$ cat config.mk
export PLATFORM = sky130hd
export DESIGN_NAME = clk_meas
export DESIGN_NICKNAME = d
export VERILOG_FILES = /design/src/rtl/clk_meas.sv
export SDC_FILE = /design/constraint.sdc
export NUM_CORES = 1
export LEC_CHECK = 0
export BUFFER_PORTS_ARGS = -buffer_cell sky130_fd_sc_hd__buf_4
export CAP_MARGIN = 20
export CORE_MARGIN = 10
export CORE_UTILIZATION = 40
export DETAILED_ROUTE_END_ITERATION = 16
export GPL_TIMING_DRIVEN = 0
export HOLD_SLACK_MARGIN = 0.1
export PLACE_DENSITY = 0.63
export SETUP_SLACK_MARGIN = 0.05
export SLEW_MARGIN = 20
export SYNTH_ARGS = -nofsm -noshare
export SYNTH_HDL_FRONTEND = slang
export SYNTH_SLANG_ARGS = --single-unit
export TNS_END_PERCENT = 5
$ cat constraint.sdc
create_clock -name clk -period 7.6 [get_ports clk]
set_input_delay 1.52 -clock clk [delete_from_list [all_inputs] [get_ports clk]]
set_output_delay 1.52 -clock clk [all_outputs]
set_load 0.05 [all_outputs]
$ cat src/rtl/clk_meas.sv
// clk_meas: measures phase (from ref_pulse), high time, low time and period
// of an asynchronous clock sig_in, in system-clock cycles.
// Optional feature macro: CLK_MEAS_PHASE_EN. When it is defined, the block
// arms on start, waits for ref_pulse and measures phase. Otherwise start goes
// straight to waiting for the first rise, and phase_cyc is tied to 0.
module clk_meas #(
  parameter int CNT_W       = 16,
  parameter int SYNC_STAGES = 2   // minimum 2
) (
  input  logic             clk,
  input  logic             rst,
  input  logic             sig_in,
  input  logic             start,
  input  logic             ref_pulse,
  output logic             busy,
  output logic             valid,
  output logic             err,
  output logic [CNT_W-1:0] phase_cyc,
  output logic [CNT_W-1:0] ton_cyc,
  output logic [CNT_W-1:0] toff_cyc,
  output logic [CNT_W:0]   period_cyc
);

  localparam logic [CNT_W-1:0] CNT_MAX = '1;
  localparam logic [CNT_W-1:0] CNT_ONE = {{(CNT_W-1){1'b0}}, 1'b1};

`ifdef CLK_MEAS_PHASE_EN
  typedef enum logic [2:0] {IDLE, ARM, PHASE, HIGH, LOW, DONE} state_t;
`else
  typedef enum logic [2:0] {IDLE, WAIT_RISE, HIGH, LOW, DONE} state_t;
`endif

  state_t                  state;
  logic [CNT_W-1:0]        cnt;
  logic [CNT_W-1:0]        ton_r;
  logic [SYNC_STAGES-1:0]  sync_q;
  logic                    hist_q;
  logic                    rise;
  logic                    fall;

  logic                    fin;
  logic                    fin_err;
  logic [CNT_W-1:0]        fin_ton;
  logic [CNT_W-1:0]        fin_toff;

`ifdef CLK_MEAS_PHASE_EN
  logic [CNT_W-1:0]        phase_r;
  logic [CNT_W-1:0]        fin_phase;
`else
  logic                    unused_ref;
  assign unused_ref = ref_pulse;
  assign phase_cyc  = '0;
`endif

  // Synchronize sig_in, keep one history bit, and register the edge pulses so
  // rise/fall appear in the cycle after the sampling edge + SYNC_STAGES.
  always_ff @(posedge clk or posedge rst) begin
    if (rst) begin
      sync_q <= '0;
      hist_q <= 1'b0;
      rise   <= 1'b0;
      fall   <= 1'b0;
    end else begin
      sync_q <= {sync_q[SYNC_STAGES-2:0], sig_in};
      hist_q <= sync_q[SYNC_STAGES-1];
      rise   <= sync_q[SYNC_STAGES-1] & ~hist_q;
      fall   <= ~sync_q[SYNC_STAGES-1] & hist_q;
    end
  end

  // Decide whether this cycle ends the measurement, normally or on saturation,
  // and what the published results must be.
  always_comb begin
    fin      = 1'b0;
    fin_err  = 1'b0;
    fin_ton  = ton_r;
    fin_toff = '0;
`ifdef CLK_MEAS_PHASE_EN
    fin_phase = phase_r;
`endif
    case (state)
`ifdef CLK_MEAS_PHASE_EN
      PHASE: begin
        if (!rise && cnt == CNT_MAX) begin
          fin       = 1'b1;
          fin_err   = 1'b1;
          fin_phase = CNT_MAX;
          fin_ton   = '0;
        end
      end
`else
      WAIT_RISE: begin
        if (!rise && cnt == CNT_MAX) begin
          fin     = 1'b1;
          fin_err = 1'b1;
          fin_ton = '0;
        end
      end
`endif
      HIGH: begin
        if (!fall && cnt == CNT_MAX) begin
          fin     = 1'b1;
          fin_err = 1'b1;
          fin_ton = CNT_MAX;
        end
      end
      LOW: begin
        if (rise) begin
          fin      = 1'b1;
          fin_toff = cnt;
        end else if (cnt == CNT_MAX) begin
          fin      = 1'b1;
          fin_err  = 1'b1;
          fin_toff = CNT_MAX;
        end
      end
      default: ;
    endcase
  end

  // Measurement sequencer: counts cycles between marking events, drives busy/valid.
  always_ff @(posedge clk or posedge rst) begin
    if (rst) begin
      state <= IDLE;
      cnt   <= '0;
      ton_r <= '0;
      busy  <= 1'b0;
      valid <= 1'b0;
`ifdef CLK_MEAS_PHASE_EN
      phase_r <= '0;
`endif
    end else begin
      valid <= 1'b0;
      if (fin) begin
        state <= DONE;
        valid <= 1'b1;
        busy  <= 1'b0;
      end else begin
        case (state)
          IDLE: begin
            if (start) begin
              busy <= 1'b1;
              cnt  <= CNT_ONE;
`ifdef CLK_MEAS_PHASE_EN
              state <= ARM;
`else
              state <= WAIT_RISE;
`endif
            end
          end
`ifdef CLK_MEAS_PHASE_EN
          ARM: begin
            if (ref_pulse) begin
              cnt <= CNT_ONE;
              if (rise) begin
                phase_r <= '0;
                state   <= HIGH;
              end else begin
                state <= PHASE;
              end
            end
          end
          PHASE: begin
            if (rise) begin
              phase_r <= cnt;
              cnt     <= CNT_ONE;
              state   <= HIGH;
            end else begin
              cnt <= cnt + CNT_ONE;
            end
          end
`else
          WAIT_RISE: begin
            if (rise) begin
              cnt   <= CNT_ONE;
              state <= HIGH;
            end else begin
              cnt <= cnt + CNT_ONE;
            end
          end
`endif
          HIGH: begin
            if (fall) begin
              ton_r <= cnt;
              cnt   <= CNT_ONE;
              state <= LOW;
            end else begin
              cnt <= cnt + CNT_ONE;
            end
          end
          LOW:     cnt   <= cnt + CNT_ONE;
          DONE:    state <= IDLE;
          default: state <= IDLE;
        endcase
      end
    end
  end

  // Publish all results together in the cycle valid goes high; hold otherwise.
  always_ff @(posedge clk or posedge rst) begin
    if (rst) begin
      err        <= 1'b0;
      ton_cyc    <= '0;
      toff_cyc   <= '0;
      period_cyc <= '0;
`ifdef CLK_MEAS_PHASE_EN
      phase_cyc  <= '0;
`endif
    end else if (fin) begin
      err        <= fin_err;
      ton_cyc    <= fin_ton;
      toff_cyc   <= fin_toff;
      period_cyc <= {1'b0, fin_ton} + {1'b0, fin_toff};
`ifdef CLK_MEAS_PHASE_EN
      phase_cyc  <= fin_phase;
`endif
    end
  end

endmodule

==> results_dict.tcl, run 1 <==
set metrics [dict create \
    async_reset_ff_share_pct 100.0 \
    p_sw_mw 0.8998 \
    final_hold_viol_count 0 \
    drt-vias-per-instance 5.261 \
    dieHeight_um 130.4 \
    grt_max_degree 49 \
    rsz0062_at_grt "no" \
    start_util_pct 40.74 \
    worst_setup_path_start_kind "register" \
    wl_per_cell_um 16.74 \
    htree_levels 3 \
    ys_types 51 \
    synth_top_area_cell "dfrtp_1" \
    grt_overflow 0 \
    setup_ws_ns 2.870 \
    rows 40 \
    finClkSkew_ns 0.006334 \
    drtPass1Iterations 5 \
    top_layer "met4" \
    critPathSlowestCell "nor4_2" \
    p_leak_nw 2.859 \
    synth_area_um2 4873 \
    synth-seq-cells 92 \
    yosysMostFrequentCell "dfrtp_1" \
    area_growth_pct 20.69 \
    drt-initial-drc-count 400 \
    place_area_um2 5557 \
    core_area_um2 11960 \
    power.internal_mw 1.169 \
    drv_cap 0 \
    whs_ns 0.3543 \
    cts_hold_buf 0 \
    antenna_found_initial 0 \
    drcViolationCount 0 \
    critPathArrivalTime_ns 4.91 \
    clkSlewWorstSetupHoldPaths_ns 0.06 \
    synth_area_leaders "dfrtp_1, mux2_2, o21ai_0" \
    cp.required_ns 7.78 \
    drive_above_1_share_pct 24.74 \
    endpoint_kind "register" \
    cts_num_sinks 92 \
    dr_wl_met3_um 593 \
    relSlewSlack_pct 43.28 \
    setup_viol 0 \
    root_buffer "clkbuf_16" \
    final_cell_area_um2 5882 \
    switching_share_pct 43.50 \
    fin_crit_ns 4.730 \
    grt_use_total_pct 14.31 \
    status "complete, no violations" \
    wl_um 12070 \
    synth_cells 487 \
    synthDominantCellAreaShare_pct 47.24 \
    p_total_mw 2.069 \
    synth-edff-count 0 \
    share_comb_of_total_power_pct 42.7 \
    cts_resized 0 \
    ys.flop_type "dfrtp_1" \
    met2_length_um 5897 \
    wl_met1_um 5405 \
    die_area_um2 17000 \
    antenna_cells 0 \
    worst_slew_pin_slew_ns 0.8508 \
    slew_viol_final 0 \
    cts_buffers 9 \
    nFillCells 1106 \
    finalNetCount 592 \
    post_cts_buffers 0 \
    clk_latency_ns 0.34 \
    cts_tree "done" \
    vias 3793 \
    io_buffers 55 \
    num_io_pins 73 \
    ir_drop_uv 154.4 \
    syn_area_per_cell_um2 10.01 \
    grt_pass1_wl_um 19600 \
    first_global_vias 3784 \
    yosys-top-cells-count "dfrtp_1, nand2_1, nor2_1" \
    dp.final_hpwl_um 8957 \
    finalCritPeriodShare_pct 62.23 \
    gp_congestion 0.8469 \
    cp_cell_sequence "ha_1, nand4_1, or2_4, or3_4, nor4_2, buf_2, o21a_4, ha_1, a21oi_1, nand2_1, o31ai_1, o21ai_0, a221oi_1, a21oi_1" \
    max_stage_delay_ns 0.60 \
    cts.path.max_buffers 2 \
    fmax_mhz 211.4 \
    die_w_um 130.4 \
    dpl_worst_slack_ns 2.918 \
    seqPwrFrac_pct 33.7 \
    clkPwrFrac_pct 23.5 \
    setup_tns_ns 0 \
    synth_seq_area_share_pct 47.24 \
    powerDensity_nw_per_um2 351.7 \
    critPathKind "reg2reg" \
    critPathMaxFanout 10 \
    antenna_left 0 \
    ys_warn_count 0 \
    hold_path_class "reg2reg" \
]
==> state kept, by name (all words and copies together) (netlist names) <==
signal	cells
period_cyc	17
cnt	16
toff_cyc	16
ton_cyc	16
ton_r	16
state	3
sync_q	2
busy	1
err	1
fall	1
hist_q	1
rise	1
valid	1
==> worst max-delay path, delay by kind of cell, from the launching register on <==
| kind | cells | cell delay, ns |
|---|---|---|
| AO/OA/AOI/OAI | 6 | 1.52 |
| adder cells (fa/ha/maj) | 2 | 0.59 |
| buffers and inverters | 1 | 0.43 |
| flip-flops | 1 | 0.50 |
| AND/OR/NAND/NOR | 5 | 1.51 |
==> cell type report <==
type	count	area (um2)	share of cell area, %
plain buffers	39	234.0	3.978
clock buffers	10	239.0	4.063
clock inverters	6	86.33	1.468
inverters	9	36.28	0.6169
multi-input cells	362	2360	40.12
flip-flops and latches	92	2302	39.14
well taps	147	183.9	3.127
repair buffers	56	440.4	7.488
==> power groups by stage <==
stage,registers [mW],clock network (mW),logic (mW)
2_1_floorplan,1.00,0,0.320
3_3_place_gp,0.699,0,0.874
3_5_place_dp,0.705,0,0.887
4_1_cts,0.697,0.494,0.891
5_1_grt,0.713,0.512,0.957
6_report,0.697,0.487,0.884
==> stage by stage <==
stage                     std cells  util [%]
final                           721     49.17
after global routing            721     49.17
after CTS                       721     49.17
after detailed placement        705     46.45
after global placement          704     46.20
after floorplan                 502         -
==> cells by family (layout without fill, tap and decap cells) <==
group           count (synthesis)  in the layout  synth area share [%]
other cells                     1             16               0.07695
xor+xnor                       14             14                 2.516
mux                            32             32                 8.164
buf+inv                        48            120                 5.494
compound gates                123            123                 16.79
fa+ha+maj                      18             18                 4.775
simple gates                  159            159                 14.94
flops                          92             92                 47.24
==> worst paths after layout <==
check / from / end / slack, ns / cells past startpoint
setup / recovery: cnt[1] / period_cyc[16] / 2.87 / 14
hold / removal: sync_q[0] / sync_q[1] / 0.35 / 0
setup reg to reg: cnt[1] / period_cyc[16] / 2.87 / 14
hold reg to reg: sync_q[0] / sync_q[1] / 0.35 / 0
max in group asynchronous: rst / ton_cyc[12] / 5.66 / 3
min in group asynchronous: rst / period_cyc[1] / 1.27 / 2
==> cells in the final DEF, fill, tap and decap left out, drive strengths merged, types with 3 or more instances in the layout <==
cell type	synthesis	layout
a21o	4	4
a21oi	18	18
a31oi	5	5
and2	3	3
and3	7	7
buf	23	79
clkbuf	16	26
conb	1	16
dfrtp	92	92
ha	17	17
inv	9	10
mux2	32	32
nand2	55	55
nand2b	3	3
nand3	18	18
nand4	5	5
nor2	53	53
nor3	3	3
o21a	19	19
o21ai	57	57
o31ai	9	9
or4	3	3
xnor2	11	11
xor2	3	3
==> layer usage <==
metal | vias to the layer above | GRT usage, %
met1 | 1859 | 18.39
met5 | - | 0
li1 | 1836 | -
met2 | 92 | 23.76
met3 | 6 | 2.337
met4 | 0 | 5.363
Power figures use the tool's default switching activity.
==> run 2, diff against run 1 <==
PLACE_DENSITY = 0.66   (was 0.63)
clock period = 4.13 ns   (was 7.6 ns; I/O delays follow)
==> results_dict.tcl, run 2 (synthesis results as in run 1) <==
set metrics [dict create \
    status "complete, no violations" \
    critPathArrivalTime_ns 4.15 \
    power.internal_mw 2.055 \
    critPathKind "reg2reg" \
    final_hold_viol_count 0 \
    cts_tree "done" \
    rsz0062_at_grt "no" \
    first_global_vias 3836 \
    powerDensity_nw_per_um2 623.4 \
    wl_um 12140 \
    grt_use_total_pct 14.51 \
    finalCritPeriodShare_pct 95.75 \
    rows 40 \
    holdPathStages 0 \
    use_met3_pct 3.626 \
    grt_pass1_wl_um 19530 \
    drive_above_1_share_pct 27.59 \
    antenna_cells 0 \
    post_layout_nonfiller_instances 727 \
    dp.final_hpwl_um 8796 \
    grt_overflow 0 \
    share_comb_of_total_power_pct 45.1 \
    gp_congestion 0.8657 \
    dieHeight_um 130.4 \
    setup_ws_ns 0.1757 \
    wl_per_cell_um 16.70 \
    die_w_um 130.4 \
    mostFrequentLayoutCells "dfrtp_1, buf_4, nand2_1" \
    largest_register "period_cyc" \
    fmax_mhz 252.9 \
    min_from "sync_q[0]" \
    drt-initial-drc-count 417 \
    setup_tns_ns 0 \
    antenna_found_initial 0 \
    slew_viol_final 0 \
    cts_hold_buf 0 \
    cts_num_sinks 92 \
    area_growth_pct 22.36 \
    cts_buffers 9 \
    clk_latency_ns 0.35 \
    final_core_util_pct 49.85 \
    nFillCells 1062 \
    worst_slew_pin_slew_ns 0.7644 \
    critPathMaxFanout 7 \
    dpl_worst_slack_ns -0.5588 \
    htree_levels 3 \
    final_common_cell "dfrtp_1" \
    switching_share_pct 44.73 \
    worstSetupStartpoint "cnt[0]" \
    grt_max_degree 60 \
    finalNetCount 598 \
    grtUsageMet1_pct 18.37 \
    p_sw_mw 1.663 \
    drt-vias-per-instance 5.300 \
    fin_crit_ns 3.954 \
    start_util_pct 40.74 \
    core_area_um2 11960 \
    ir_drop_uv 249.3 \
    p_total_mw 3.717 \
    root_buffer "clkbuf_16" \
    place_area_um2 5557 \
    whs_ns 0.3503 \
    cp.required_ns 4.33 \
    cts.path.max_buffers 2 \
    vias 3853 \
    seqPwrFrac_pct 34.3 \
    endpoint_kind "register" \
    p_leak_nw 2.853 \
    worst_setup_path_start_kind "register" \
    drcViolationCount 0 \
    antenna_left 0 \
    largest_reg_flops 17 \
    drtPass1Iterations 4 \
    rr_worst_depth 15 \
    hold_path_class "reg2reg" \
    io_buffers 55 \
    die_area_um2 17000 \
    num_io_pins 73 \
    setup_viol 0 \
    dp.cells 705 \
    clkPwrFrac_pct 20.7 \
    busiest_layer "met2" \
    r2r_start "cnt[0]" \
    clkSlewWorstSetupHoldPaths_ns 0.06 \
    gr-usage-met2_pct 23.55 \
    finClkSkew_ns 0.006518 \
    final_cell_area_um2 5963 \
    relSlewSlack_pct 49.04 \
    drv_cap 0 \
]
run 2: cell count changes in the layout (fill, tap and decap cells not counted), moves of 2 or more:
cell / delta
dfrtp_2: +3
buf_4: +6
bufinv_16: -2
dfrtp_1: -3
o31ai_1: -2
a21oi_1: -2
ha_1: -2
clkbuf_1: +2
run 2: final timing paths:
kind | endpoint | slack, ns
setup / recovery | period_cyc[16] | 0.18
hold / removal | sync_q[1] | 0.35
setup reg to reg | period_cyc[16] | 0.18
hold reg to reg | sync_q[1] | 0.35
max in group asynchronous | cnt[2] | 2.99
min in group asynchronous | period_cyc[2] | 0.49
run 2: area by class of cell:
type / instances / area, um2 / share of cell area [%]
clock buffers: 12 / 246.5 / 4.133
inverters: 9 / 36.28 / 0.6085
multi-input cells: 362 / 2444 / 40.98
flip-flops and latches: 92 / 2306 / 38.67
clock inverters: 4 / 25.02 / 0.4196
repair buffers: 62 / 485.5 / 8.141
well taps: 147 / 183.9 / 3.084
plain buffers: 39 / 236.5 / 3.966
run 2: critical path: stages, from the launching register on:
cell and delay (ns):
dfrtp_2 0.39, ha_4 0.16, nand4_1 0.13, or2_4 0.29
or3_4 0.43, or4_4 0.49, buf_6 0.15, o21a_1 0.14
ha_2 0.22, fa_2 0.42, a21oi_4 0.16, o2bb2ai_2 0.10
o31ai_4 0.26, o21ai_2 0.10, a221oi_2 0.26, a21oi_1 0.09
run 2: power by group through the flow:
stage               Clock, mW  Sequential (mW)  Combinational [mW]
finish                  0.768             1.27                1.68
global route            0.810             1.30                1.82
CTS                     0.778             1.27                1.67
detailed placement          0             1.29                1.63
global placement            0             1.28                1.61
floorplan                   0             1.84               0.588
run 2: timing repair:
| action | CTS | global route |
|---|---|---|
| pin swaps | 1 | 4 |
| setup buffers | 3 | 3 |
| endpoints found under the setup margin | 6 | 7 |
| gates resized for setup | 9 | 11 |
run 2: layer usage:
| metal | vias up | routed length, um |
|---|---|---|
| met2 | 108 | 5923 |
| met4 | 0 | 227 |
| li1 | 1855 | - |
| met1 | 1872 | 5359 |
| met3 | 18 | 633 |
| met5 | - | 0 |
==> run 3, diff against run 2 <==
BUFFER_PORTS_ARGS = -buffer_cell sky130_fd_sc_hd__clkbuf_2   (was -buffer_cell sky130_fd_sc_hd__buf_4)
CORE_UTILIZATION = 30   (was 40)
PLACE_DENSITY = 0.53   (was 0.66)
==> results_dict.tcl, run 3 (synthesis results as in run 1) <==
set metrics [dict create \
    status "complete, no violations" \
    slew_viol_final 0 \
    grt_use_total_pct 11.69 \
    drt-initial-drc-count 179 \
    htree_levels 3 \
    grtUsageMet1_pct 14.05 \
    cts_num_sinks 92 \
    wl_per_cell_um 15.91 \
    antenna_left 0 \
    grt_overflow 0 \
    busiest_layer "met2" \
    cts_hold_buf 0 \
    antenna_found_initial 0 \
    dp.final_hpwl_um 9542 \
    fin_crit_ns 3.981 \
    finClkSkew_ns 0.01061 \
    die_w_um 147.5 \
    rows 46 \
    finalNetCount 596 \
    cp.required_ns 4.33 \
    grt_max_degree 51 \
    cts_buffers 9 \
    setup_viol 0 \
    final_hold_viol_count 0 \
    critPathKind "reg2reg" \
    ir_drop_uv 242.7 \
    rsz0062_at_grt "yes" \
    drtPass1Iterations 4 \
    fmax_mhz 251.2 \
    powerDensity_nw_per_um2 630.3 \
    gp_congestion 0.8101 \
    largest_register "period_cyc" \
    seq_area_um2 2306 \
    wl_um 12630 \
    setup_tns_ns 0 \
    root_buffer "clkbuf_16" \
    drv_cap 0 \
    critPathMaxFanout 7 \
    worst_slew_pin_slew_ns 0.7213 \
    antenna_cells 0 \
    drive_above_1_share_pct 26.82 \
    p_leak_nw 2.830 \
    clk_latency_ns 0.35 \
    endpoint_kind "register" \
    gr-usage-met2_pct 19.70 \
    core_area_um2 15890 \
    first_global_vias 3840 \
    final_common_cell "dfrtp_1" \
    clkSlewWorstSetupHoldPaths_ns 0.06 \
    grt_pass1_wl_um 20500 \
    nFillCells 1620 \
    critPathArrivalTime_ns 4.18 \
    largest_reg_flops 17 \
    finalCritPeriodShare_pct 96.39 \
    io_buffers 55 \
    worst_setup_path_start_kind "register" \
    dieHeight_um 147.5 \
    cts_tree "done" \
    multi_input_area_um2 2416 \
    start_util_pct 30.68 \
    drcViolationCount 0 \
    relSlewSlack_pct 51.91 \
    drt-vias-per-instance 4.797 \
    use_met3_pct 2.778 \
    die_area_um2 21740 \
    vias 3809 \
    num_io_pins 73 \
    area_growth_pct 21.18 \
    mostFrequentLayoutCells "dfrtp_1, nand2_1, clkbuf_2" \
    cts.path.max_buffers 2 \
    hold_path_class "reg2reg" \
    p_total_mw 3.723 \
]
run 3: changes by cell type in the layout (fill, tap and decap cells not counted), moves of 2 or more:
| cell | delta |
|---|---|
| buf_4 | -57 |
| clkbuf_2 | +55 |
| bufinv_16 | +2 |
| clkinvlp_4 | -2 |
run 3: per-layer routing:
layer  up-vias  routed length (um)
met5         -                   0
met3        16                 551
met1      1857                5565
met2        85                6204
li1       1851                   -
met4         0                 312
run 3: what timing repair did:
action                                  4_1_cts  5_1_grt
hold endpoints to repair                      0        0
endpoints found under the setup margin        9        8
buffers inserted                              3        1
pin swaps                                     1        3
gates resized for setup                      10        5
run 3: layout make-up:
class                           count  share of cell area (%)
Sequential cell                    92                   39.05
Timing Repair Buffer               60                   5.508
Tap cell                          216                   4.576
Buffer                             39                   3.962
Clock inverter                      5                   1.271
Clock buffer                       11                   4.110
Multi-Input combinational cell    362                   40.91
Inverter                            9                  0.6144
run 3: stage by stage:
step                instances  setup slack [ns]  cell area (um2)  util, %  hold WS (ns)
finish                    794            0.1492             5906    37.18        0.3477
global route              794           0.01545             5906    37.18        0.3527
CTS                       793           0.07314             5877    37.00        0.3519
detailed placement        774           -0.5782             5498    34.61        0.3365
global placement          773           -0.5650             5475    34.47        0.3347
floorplan                 502           0.06670             4930        -        0.3312
run 3: final timing paths:
check / slack, ns / from / depth (start not counted) / endpoint
max: 0.15 / cnt[0] / 15 / period_cyc[16]
min: 0.35 / sync_q[0] / 0 / sync_q[1]
max reg2reg: 0.15 / cnt[0] / 15 / period_cyc[16]
min reg2reg: 0.35 / sync_q[0] / 0 / sync_q[1]
max in group asynchronous: 2.90 / rst / 3 / cnt[14]
min in group asynchronous: 0.55 / rst / 2 / ton_cyc[0]
run 3: worst max-delay path, stage by stage (launching register included):
cell and delay (ns):
dfrtp_2 0.39, ha_4 0.17, nand4_1 0.12, or2_4 0.28, or3_4 0.43, or4_4 0.49, buf_6 0.15, o21a_1 0.13
ha_1 0.24, fa_2 0.39, a21oi_4 0.15, o2bb2ai_2 0.09, o31ai_2 0.31, o21ai_2 0.12, a221oi_2 0.27, a21oi_1 0.10
run 3: report_power, final:
group / switching [mW] / internal, mW
logic: 1.17 / 0.400
registers: 0.144 / 1.12
clock network: 0.345 / 0.544
